### src/rtl/note_seq_pkg.sv
// Shared definitions for the note sequencer: command word layout, FSM states, MMIO address.
`timescale 1ns/1ps
package note_seq_pkg;

   localparam int CMD_W   = 32;
   localparam int HP_LSB  = 0;
   localparam int HP_W    = 20;
   localparam int DUR_LSB = 20;
   localparam int DUR_W   = 12;

   localparam logic [31:0] AUDIO_ADDR = 32'h1002;

   typedef enum logic [1:0] {
      IDLE = 2'd0,
      LOAD = 2'd1,
      PLAY = 2'd2
   } state_t;

   function automatic logic [HP_W-1:0] cmd_hp(input logic [CMD_W-1:0] cmd);
      return cmd[HP_LSB +: HP_W];
   endfunction

   function automatic logic [DUR_W-1:0] cmd_dur(input logic [CMD_W-1:0] cmd);
      return cmd[DUR_LSB +: DUR_W];
   endfunction

endpackage

### src/rtl/note_fifo.sv
// Synchronous FIFO for note commands: registered write, combinational head read,
// count-decoded full/empty, synchronous clear with priority over push/pop.
`timescale 1ns/1ps
module note_fifo #(
   parameter int DEPTH = 8,
   parameter int W     = 32
) (
   input  logic                     clk,
   input  logic                     reset_n,
   input  logic                     clr,
   input  logic                     push,
   input  logic                     pop,
   input  logic [W-1:0]             wr_data,
   output logic [W-1:0]             rd_data,
   output logic                     full,
   output logic                     empty,
   output logic [$clog2(DEPTH):0]   count
);

   localparam int AW = $clog2(DEPTH);
   localparam logic [AW-1:0] PTR_ONE = AW'(1);
   localparam logic [AW:0]   CNT_ONE = (AW+1)'(1);
   localparam logic [AW:0]   CNT_MAX = (AW+1)'(DEPTH);

   logic [W-1:0]  mem_q [DEPTH];
   logic [W-1:0]  mem_d [DEPTH];
   logic [AW-1:0] wr_ptr_q, wr_ptr_d;
   logic [AW-1:0] rd_ptr_q, rd_ptr_d;
   logic [AW:0]   count_q, count_d;
   logic          push_ok;
   logic          pop_ok;

   assign full    = (count_q == CNT_MAX);
   assign empty   = (count_q == '0);
   assign count   = count_q;
   assign rd_data = mem_q[rd_ptr_q];

   assign push_ok = push & ~full;
   assign pop_ok  = pop & ~empty;

   always_comb begin
      mem_d    = mem_q;
      wr_ptr_d = wr_ptr_q;
      rd_ptr_d = rd_ptr_q;
      count_d  = count_q;
      if (clr) begin
         wr_ptr_d = '0;
         rd_ptr_d = '0;
         count_d  = '0;
      end else begin
         if (push_ok) begin
            mem_d[wr_ptr_q] = wr_data;
            wr_ptr_d        = wr_ptr_q + PTR_ONE;
         end
         if (pop_ok) begin
            rd_ptr_d = rd_ptr_q + PTR_ONE;
         end
         // Power-of-two depth: pointers wrap naturally at their width.
         case ({push_ok, pop_ok})
            2'b10:   count_d = count_q + CNT_ONE;
            2'b01:   count_d = count_q - CNT_ONE;
            default: count_d = count_q;
         endcase
      end
   end

   always_ff @(posedge clk or negedge reset_n) begin
      if (!reset_n) begin
         mem_q    <= '{default: '0};
         wr_ptr_q <= '0;
         rd_ptr_q <= '0;
         count_q  <= '0;
      end else begin
         mem_q    <= mem_d;
         wr_ptr_q <= wr_ptr_d;
         rd_ptr_q <= rd_ptr_d;
         count_q  <= count_d;
      end
   end

endmodule

### src/rtl/note_sequencer.sv
// Queues CPU note commands and plays them as square-wave tones or rests on audio_out.
// Optional NOTE_SEQ_FLUSH_EN adds a synchronous `flush` input that empties the queue and stops playback.
`timescale 1ns/1ps
module note_sequencer
   import note_seq_pkg::*;
#(
   parameter int FIFO_DEPTH = 8,
   parameter int CLK_HZ     = 50000000,
   parameter int TICK_HZ    = 1000
) (
   input  logic                          clk,
   input  logic                          reset_n,
   input  logic [31:0]                   note_data,
   input  logic                          note_valid,
`ifdef NOTE_SEQ_FLUSH_EN
   input  logic                          flush,
`endif
   output logic                          fifo_full,
   output logic                          fifo_empty,
   output logic                          busy,
   output logic                          overflow,
   output logic                          audio_out,
   output state_t                        dbg_state,
   output logic [$clog2(FIFO_DEPTH):0]   dbg_count
);

   localparam int DIV   = CLK_HZ / TICK_HZ;
   localparam int PRE_W = (DIV > 1) ? $clog2(DIV) : 1;

   localparam logic [PRE_W-1:0] PRE_LAST = PRE_W'(DIV - 1);
   localparam logic [PRE_W-1:0] PRE_ONE  = PRE_W'(1);
   localparam logic [HP_W-1:0]  HP_ONE   = HP_W'(1);
   localparam logic [DUR_W-1:0] DUR_ONE  = DUR_W'(1);

   state_t             state_q, state_d;
   logic [HP_W-1:0]    hp_q, hp_d;
   logic [DUR_W-1:0]   dur_q, dur_d;
   logic [HP_W-1:0]    hp_cnt_q, hp_cnt_d;
   logic [DUR_W-1:0]   tick_cnt_q, tick_cnt_d;
   logic [PRE_W-1:0]   pre_q, pre_d;
   logic               audio_q, audio_d;
   logic               ovf_q, ovf_d;

   logic               flush_w;
   logic               push;
   logic               pop;
   logic [CMD_W-1:0]   head;
   logic [DUR_W-1:0]   tick_inc;

`ifdef NOTE_SEQ_FLUSH_EN
   assign flush_w = flush;
`else
   assign flush_w = 1'b0;
`endif

   // A write arriving while full is lost even if the head pops this cycle.
   assign push = note_valid & ~fifo_full & ~flush_w;

   note_fifo #(
      .DEPTH (FIFO_DEPTH),
      .W     (CMD_W)
   ) u_fifo (
      .clk     (clk),
      .reset_n (reset_n),
      .clr     (flush_w),
      .push    (push),
      .pop     (pop),
      .wr_data (note_data),
      .rd_data (head),
      .full    (fifo_full),
      .empty   (fifo_empty),
      .count   (dbg_count)
   );

   assign tick_inc = tick_cnt_q + DUR_ONE;

   always_comb begin
      state_d    = state_q;
      hp_d       = hp_q;
      dur_d      = dur_q;
      hp_cnt_d   = hp_cnt_q;
      tick_cnt_d = tick_cnt_q;
      pre_d      = pre_q;
      audio_d    = audio_q;
      ovf_d      = ovf_q | (note_valid & fifo_full & ~flush_w);
      pop        = 1'b0;

      if (flush_w) begin
         state_d    = IDLE;
         audio_d    = 1'b0;
         hp_cnt_d   = '0;
         tick_cnt_d = '0;
         pre_d      = '0;
      end else begin
         case (state_q)
            IDLE: begin
               audio_d = 1'b0;
               if (!fifo_empty) begin
                  pop     = 1'b1;
                  hp_d    = cmd_hp(head);
                  dur_d   = cmd_dur(head);
                  state_d = LOAD;
               end
            end
            LOAD: begin
               hp_cnt_d   = '0;
               tick_cnt_d = '0;
               pre_d      = '0;
               if (dur_q == '0) begin
                  state_d = IDLE;
               end else begin
                  audio_d = (hp_q != '0);
                  state_d = PLAY;
               end
            end
            PLAY: begin
               if (hp_q == '0) begin
                  audio_d = 1'b0;
               end else if (hp_cnt_q == hp_q - HP_ONE) begin
                  hp_cnt_d = '0;
                  audio_d  = ~audio_q;
               end else begin
                  hp_cnt_d = hp_cnt_q + HP_ONE;
               end
               // Note end overrides any toggle landing on the same cycle.
               if (pre_q == PRE_LAST) begin
                  pre_d      = '0;
                  tick_cnt_d = tick_inc;
                  if (tick_inc == dur_q) begin
                     audio_d = 1'b0;
                     state_d = IDLE;
                  end
               end else begin
                  pre_d = pre_q + PRE_ONE;
               end
            end
            default: begin
               state_d = IDLE;
               audio_d = 1'b0;
            end
         endcase
      end
   end

   always_ff @(posedge clk or negedge reset_n) begin
      if (!reset_n) begin
         state_q    <= IDLE;
         hp_q       <= '0;
         dur_q      <= '0;
         hp_cnt_q   <= '0;
         tick_cnt_q <= '0;
         pre_q      <= '0;
         audio_q    <= 1'b0;
         ovf_q      <= 1'b0;
      end else begin
         state_q    <= state_d;
         hp_q       <= hp_d;
         dur_q      <= dur_d;
         hp_cnt_q   <= hp_cnt_d;
         tick_cnt_q <= tick_cnt_d;
         pre_q      <= pre_d;
         audio_q    <= audio_d;
         ovf_q      <= ovf_d;
      end
   end

   assign audio_out = audio_q;
   assign busy      = (state_q != IDLE);
   assign overflow  = ovf_q;
   assign dbg_state = state_q;

endmodule
### config.mk
export PLATFORM = sky130hd
export DESIGN_NAME = note_sequencer
export DESIGN_NICKNAME = d
export VERILOG_FILES = /design/src/rtl/note_seq_pkg.sv /design/src/rtl/note_fifo.sv /design/src/rtl/note_sequencer.sv
export SDC_FILE = /design/constraint.sdc
export NUM_CORES = 1
export LEC_CHECK = 0
export ABC_AREA = 1
export ABC_CLOCK_PERIOD_IN_PS = 3500
export CORE_UTILIZATION = 45
export DETAILED_ROUTE_END_ITERATION = 10
export PLACE_DENSITY = 0.65
export SETUP_SLACK_MARGIN = 0.4
export SYNTH_ARGS = -nofsm -noshare
export SYNTH_HDL_FRONTEND = slang
export SYNTH_SLANG_ARGS = --single-unit
### constraint.sdc
create_clock -name clk -period 3.5 [get_ports clk]
set_input_delay 0.7 -clock clk [delete_from_list [all_inputs] [get_ports clk]]
set_output_delay 0.7 -clock clk [all_outputs]
set_load 0.01 [all_outputs]
==> impl_metrics.json, run 1 <==
{
  "place_hpwl_mm": 26.4,
  "cp_max_fo": 5,
  "die_area_sq_um": 38800,
  "finalSetupViolations": 0,
  "worstSkewPairLatency_ns": 0.57,
  "maxCapViolCount": 0,
  "r2r_setup_slack_ns": 0.87,
  "power_density_nw_per_um2": 909,
  "hold_class": "in2async",
  "firstDrtPassIters": 5,
  "routed_wl_mm": 42.9,
  "cts_sinks": 350,
  "reg2reg_from": "hp_q[0]",
  "nFillCells": 3480,
  "ys_types": 44,
  "num_rows": 71,
  "tightestPinTransition_ns": 0.953,
  "die_h_um": 197,
  "hold_viol": 0,
  "dr_total_vias": 14000,
  "grt_max_degree": 131,
  "ys_async_sr_fraction_pct": 100,
  "syn_area_per_cell_sq_um": 8.41,
  "required_ns": 2.80,
  "final-seq-area_sq_um": 8770,
  "cp_num_buf_inv": 2,
  "cp.depth": 4,
  "grt_pass1_wl_mm": 71.4,
  "wl_per_cell_um": 16.7,
  "overflow": 0,
  "die_w_um": 197,
  "via_per_inst": 5.44,
  "ys.flop_type": "dfrtp_1",
  "multiInputGateArea_sq_um": 7300,
  "fin_nets": 2080,
  "cpLargestDelayFamily": "buffers and inverters",
  "critPathSlowestCell": "clkdlybuf4s50_1",
  "layout_commonest_cell": "nand2_1",
  "outcome": "complete, no violations",
  "cp_slowest_stage_delay_ns": 0.69,
  "reg2reg_depth": 16,
  "slew_headroom_pct": 35.9,
  "p_leak_nw": 9.09,
  "synth_edf_count": 0,
  "root_buffer": "clkbuf_16",
  "crit_chain": "nor2_1 -> nand3_1 -> inv_1 -> clkdlybuf4s50_1",
  "postCtsHoldBufs": 0,
  "finalCriticalPeriod_ns": 2.95,
  "ctsResizeCount": 0,
  "ios": 46,
  "core_area_sq_um": 37600,
  "detail-route-antenna-nets": 0,
  "place_congestion": 0.902,
  "antennaDiodeCount": 0,
  "synth_top_area_share_pct": 51.2,
  "ys_seq_elements": 350,
  "fmax_mhz": 339,
  "postCtsSetupBuffers": 0,
  "crit_start": "u_fifo.count[1]",
  "synth_area_sq_um": 17100,
  "final.setup_skew_ns": 0.0335,
  "syn_inst": 2033,
  "port_buffers": 45,
  "cp_data_arrival_time_ns": 2.25,
  "track_usage_pct": 23.0,
  "cts_buffers": 40,
  "h-tree-depth": 2,
  "synth-seq-area-share_pct": 51.2,
  "cp-end-kind": "output port",
  "path_class": "reg2out",
  "cts_tree": "yes",
  "synthesis.nets": 2082,
  "clockBufferDepth": 3,
  "slew_viol_final": 0,
  "clkTransAtPathRegs_ns": 0.05,
  "layout-drive-gt1-share_pct": 6.36,
  "ys_top_cells_by_area": "dfrtp_1 (51%), o21ai_0 (11%), nand2_1 (10%)",
  "ys_warn_count": 0,
  "worst_setup_path_start_kind": "flip-flop",
  "max-vdd-ir-drop_mv": 0.674,
  "start_util_pct": 45.5,
  "yosys.area.top_type": "dfrtp_1",
  "drc": 0,
  "grt_setup_unrepaired": "no",
  "drtIter0Drc": 947,
  "antenna_found_initial": 0,
  "r2r-end": "audio_out",
  "area_delta_synth_final_pct": 14.0,
  "tns_ns": 0,
  "grt_pass1_vias": 13600,
  "whs_ns": 0.185,
  "finalCritPeriodShare_pct": 84.4,
  "layout_common_cells": "nand2_1 (460), o21ai_0 (361), dfrtp_1 (348)"
}
[area by class of cell]
class | count | area share, %
Sequential cell | 350 | 45.0
Multi-Input combinational cell | 1400 | 37.5
Inverter | 167 | 3.22
Timing Repair Buffer | 72 | 4.02
Tap cell | 511 | 3.28
Clock inverter | 13 | 1.31
Clock buffer | 57 | 5.77
[power by group]
group          leakage [nW]  total [mW]  switching [mW]  internal (mW)
registers              4.47        6.74            1.08           5.65
logic                  3.95        6.66            4.28           2.38
clock network         0.670        4.33            1.70           2.63
[through the flow]
stage	worst slack (ns)	power (mW)	instances	utilization [%]	cell area, sq um
2_1_floorplan	0.880	11.3	2033	-	17100
3_3_place_gp	0.731	13.2	2500	48.2	18100
3_5_place_dp	0.770	13.4	2500	48.2	18100
4_1_cts	0.491	17.8	2570	51.9	19500
5_1_grt	0.472	19.1	2570	51.9	19500
6_report	0.548	17.7	2570	51.9	19500
[cells in the mapped netlist (4+ instances only)]
master and instances:
nand2_1 460, o21ai_0 361, dfrtp_1 350, inv_1 162, nor2_1 153, clkbuf_1 98, nand3_1 80, mux2i_1 55
o221ai_1 54, nand4_1 41, o21ai_1 36, xor2_1 29, nor3_1 25, o22ai_1 20, ha_1 13, a21oi_1 11
buf_2 10, nor2_2 10, xnor2_1 10, nand2_2 5, nand4_2 5, a211oi_1 4, nor3_2 4
[worst register-to-register path: stages (launching register included)]
cell	delay (ns)
dfrtp_1	0.39
inv_1	0.17
ha_1	0.32
nand2_4	0.13
nor2_1	0.24
nand2_1	0.10
nand2_1	0.10
nand2_1	0.05
a21oi_1	0.11
nand2_1	0.07
nor2_2	0.09
nand3_2	0.38
nand2_1	0.18
nand3_1	0.08
nand2_1	0.06
nand2_1	0.04
nand2_1	0.05
[how the worst max path moves through the flow]
stage	to	slack, ns
global route	fifo_empty	0.47
CTS	fifo_empty	0.49
detailed placement	u_fifo.count[3]	0.77
finish	fifo_empty	0.55
floorplan	u_fifo.count[3]	0.88
global placement	u_fifo.count[3]	0.73
[sequential cells by signal, summed over array words and instances (netlist names)]
signal           cells
u_fifo.mem_q       256
hp_cnt_q            20
hp_q                20
pre_q               16
dur_q               12
tick_cnt_q          12
u_fifo.count         4
u_fifo.rd_ptr_q      3
u_fifo.wr_ptr_q      3
dbg_state            2
audio_out            1
overflow             1
[logic make-up after synthesis]
family	share of synthesized area, %
AOI/OAI and AO/OA	15.9
DFF	51.2
muxes	3.22
and+or+nand+nor	20.2
xor gates and xnor gates	2.00
buffers and inverters	6.43
adders and majority gates	1.07
[layer usage]
| metal | global-route usage [%] | share of wire, % | vias up |
|---|---|---|---|
| met5 | 0 | 0 | - |
| met4 | 6.52 | 2.2 | 0 |
| met3 | 3.35 | 5.3 | 79 |
| met2 | 37.8 | 46 | 375 |
| met1 | 31.6 | 46 | 6719 |
| li1 | - | - | 6816 |
No activity file was read; power rests on OpenSTA's default activity.
==> inputs of run 2 (changes only) <==
- ABC_CLOCK_PERIOD_IN_PS: 3500 -> 2800
- clock period: 3.5 -> 2.8 ns (I/O delays scaled with it)
==> run 2 against run 1 <==
Against the previous run:
- the run now ends with negative hold slack left
- critical path type unchanged
- worst setup slack got worse by 0.060 ns
- clock skew decreased by 0.016 ns
- critical path depth increased by 1
- register-to-register slack got worse by 0.30 ns
- first-iteration DRC count increased by 9.0%
- die area unchanged
- largest cell class unchanged
- cell count increased by 0.74%
- highest routed layer unchanged
- sequential power increased by 24%
==> impl_metrics.json, run 2 (synthesis results as in run 1) <==
{
  "tightestPinTransition_ns": 0.784,
  "slew_headroom_pct": 47.7,
  "use_met1_pct": 31.4,
  "met2_usage_pct": 38.1,
  "place_hpwl_mm": 26.0,
  "place_congestion": 0.887,
  "tns_ns": 0,
  "finalCriticalPeriod_ns": 2.31,
  "track_usage_pct": 23.0,
  "drtIter0Drc": 1032,
  "power_density_nw_per_um2": 1130,
  "final.setup_skew_ns": 0.0174,
  "required_ns": 2.24,
  "finalCritPeriodShare_pct": 82.6,
  "critPathSlowestCell": "dfrtp_1",
  "postCtsHoldBufs": 0,
  "largest_register": "u_fifo.mem_q",
  "fin_nets": 2101,
  "cp_data_arrival_time_ns": 1.75,
  "antenna_found_initial": 1,
  "fmax_mhz": 433,
  "finalSetupViolations": 0,
  "cp_max_fo": 4,
  "busiest_layer": "met2",
  "routed_wl_mm": 42.8,
  "hold_viol": 10,
  "port_buffers": 45,
  "die_w_um": 197,
  "die_h_um": 197,
  "cp_num_buf_inv": 4,
  "overflow": 0,
  "layout-drive-gt1-share_pct": 8.04,
  "use_met3_pct": 2.99,
  "hold_class": "in2async",
  "cp_slowest_stage_delay_ns": 0.40,
  "cp-end-kind": "output port",
  "worstSkewPairLatency_ns": 0.55,
  "num_rows": 71,
  "p_leak_nw": 9.15,
  "grt_max_degree": 78,
  "dr_total_vias": 14100,
  "detailed_place.area_sq_um": 18200,
  "grt_setup_unrepaired": "yes",
  "ios": 46,
  "nFillCells": 3508,
  "cts_tree": "yes",
  "largest_registers": "u_fifo.mem_q: 256 flops, hp_cnt_q: 20 flops, hp_q: 20 flops",
  "crit_chain": "inv_1 -> ha_2 -> inv_2 -> buf_4 -> dlygate4sd2_1",
  "max-vdd-ir-drop_mv": 0.588,
  "via_per_inst": 5.43,
  "root_buffer": "clkbuf_16",
  "antennaDiodeCount": 0,
  "wl_per_cell_um": 16.5,
  "largest_register_ffs": 256,
  "grt_pass1_wl_mm": 71.5,
  "start_util_pct": 45.5,
  "core_area_sq_um": 37600,
  "drc": 0,
  "whs_ns": -0.0304,
  "multiInputGateArea_sq_um": 7350,
  "clockBufferDepth": 3,
  "grt_pass1_vias": 13600,
  "design_area_sq_um": 19600,
  "slew_viol_final": 0,
  "layout_common_cells": "nand2_1 (460), o21ai_0 (360), dfrtp_1 (347)",
  "worst_setup_path_start_kind": "flip-flop",
  "h-tree-depth": 2,
  "violations": "negative hold slack",
  "cpLargestDelayFamily": "buffers and inverters",
  "cts_sinks": 350,
  "area_delta_synth_final_pct": 14.6,
  "path_class": "reg2out",
  "clkTransAtPathRegs_ns": 0.06,
  "final-seq-area_sq_um": 8770,
  "outcome": "finished, violations left",
  "die_area_sq_um": 38800,
  "layout_commonest_cell": "nand2_1",
  "cts_buffers": 40,
  "maxCapViolCount": 0,
  "detail-route-antenna-nets": 0,
  "firstDrtPassIters": 5
}
-- run 2: cell types whose count changed in the layout (fill, tap and decap cells not counted), sizes merged --
cell           before  now
nor2              167  168
clkdlybuf4s50      44   41
bufinv              5    3
buf                28   48
clkinvlp            0    2
dlygate4sd2         0    3
clkbuf             57   55
-- run 2: metal layers --
metal,vias up,part of all wire [%]
met3,62,4.7
met5,-,0
li1,6858,-
met4,0,2.2
met1,6806,46
met2,340,47
-- run 2: worst register-to-register path: cells and delay by family, from the launching register on --
family                     cells  cell delay (ns)
buffers and inverters          2             0.37
and+or+nand+nor               14             1.20
adders and majority gates      1             0.20
DFF                            1             0.41
-- run 2: cell type report --
type                            count  area share (%)
Clock inverter                     13           0.817
Multi-Input combinational cell   1401            37.5
Tap cell                          511            3.26
Sequential cell                   350            44.7
Inverter                          167            3.20
Clock buffer                       55            5.80
Timing Repair Buffer               92            4.68
-- run 2: worst paths after layout --
path | startpoint | end | slack, ns | cells past startpoint
setup reg to reg | hp_q[0] | audio_out | 0.57 | 17
max in group asynchronous | reset_n | tick_cnt_q[0] | 1.99 | 2
hold reg to reg | u_fifo.mem_q[117] | u_fifo.mem_q[117] | 0.48 | 2
setup / recovery | dbg_state[0] | busy | 0.49 | 5
min in group clk | u_fifo.mem_q[117] | u_fifo.mem_q[117] | 0.48 | 2
hold / removal | reset_n | u_fifo.count[0] | -0.03 | 1
-- run 2: power by group --
| group | switching, mW | internal [mW] | total, mW |
|---|---|---|---|
| clock | 2.07 | 3.11 | 5.18 |
| combinational | 5.46 | 3.16 | 8.62 |
| sequential | 1.31 | 7.07 | 8.37 |
| total | 8.84 | 13.3 | 22.2 |
-- run 2: through the flow --
stage	total power [mW]	utilization, %	std cells	hold WS (ns)	setup WS [ns]
floorplan	14.2	-	2033	0.264	0.412
global placement	16.6	48.4	2513	0.460	0.180
detailed placement	16.9	48.4	2513	0.469	0.207
CTS	22.2	51.9	2582	0.00237	0.379
global route	23.9	52.2	2589	0.0211	0.343
finish	22.2	52.2	2589	-0.0304	0.488
-- run 2: repair_timing --
action	CTS	global route
cloned	0	1
setup buffers	1	6
setup endpoints to repair	6	28
pin swaps	0	2
gates resized for setup	7	12
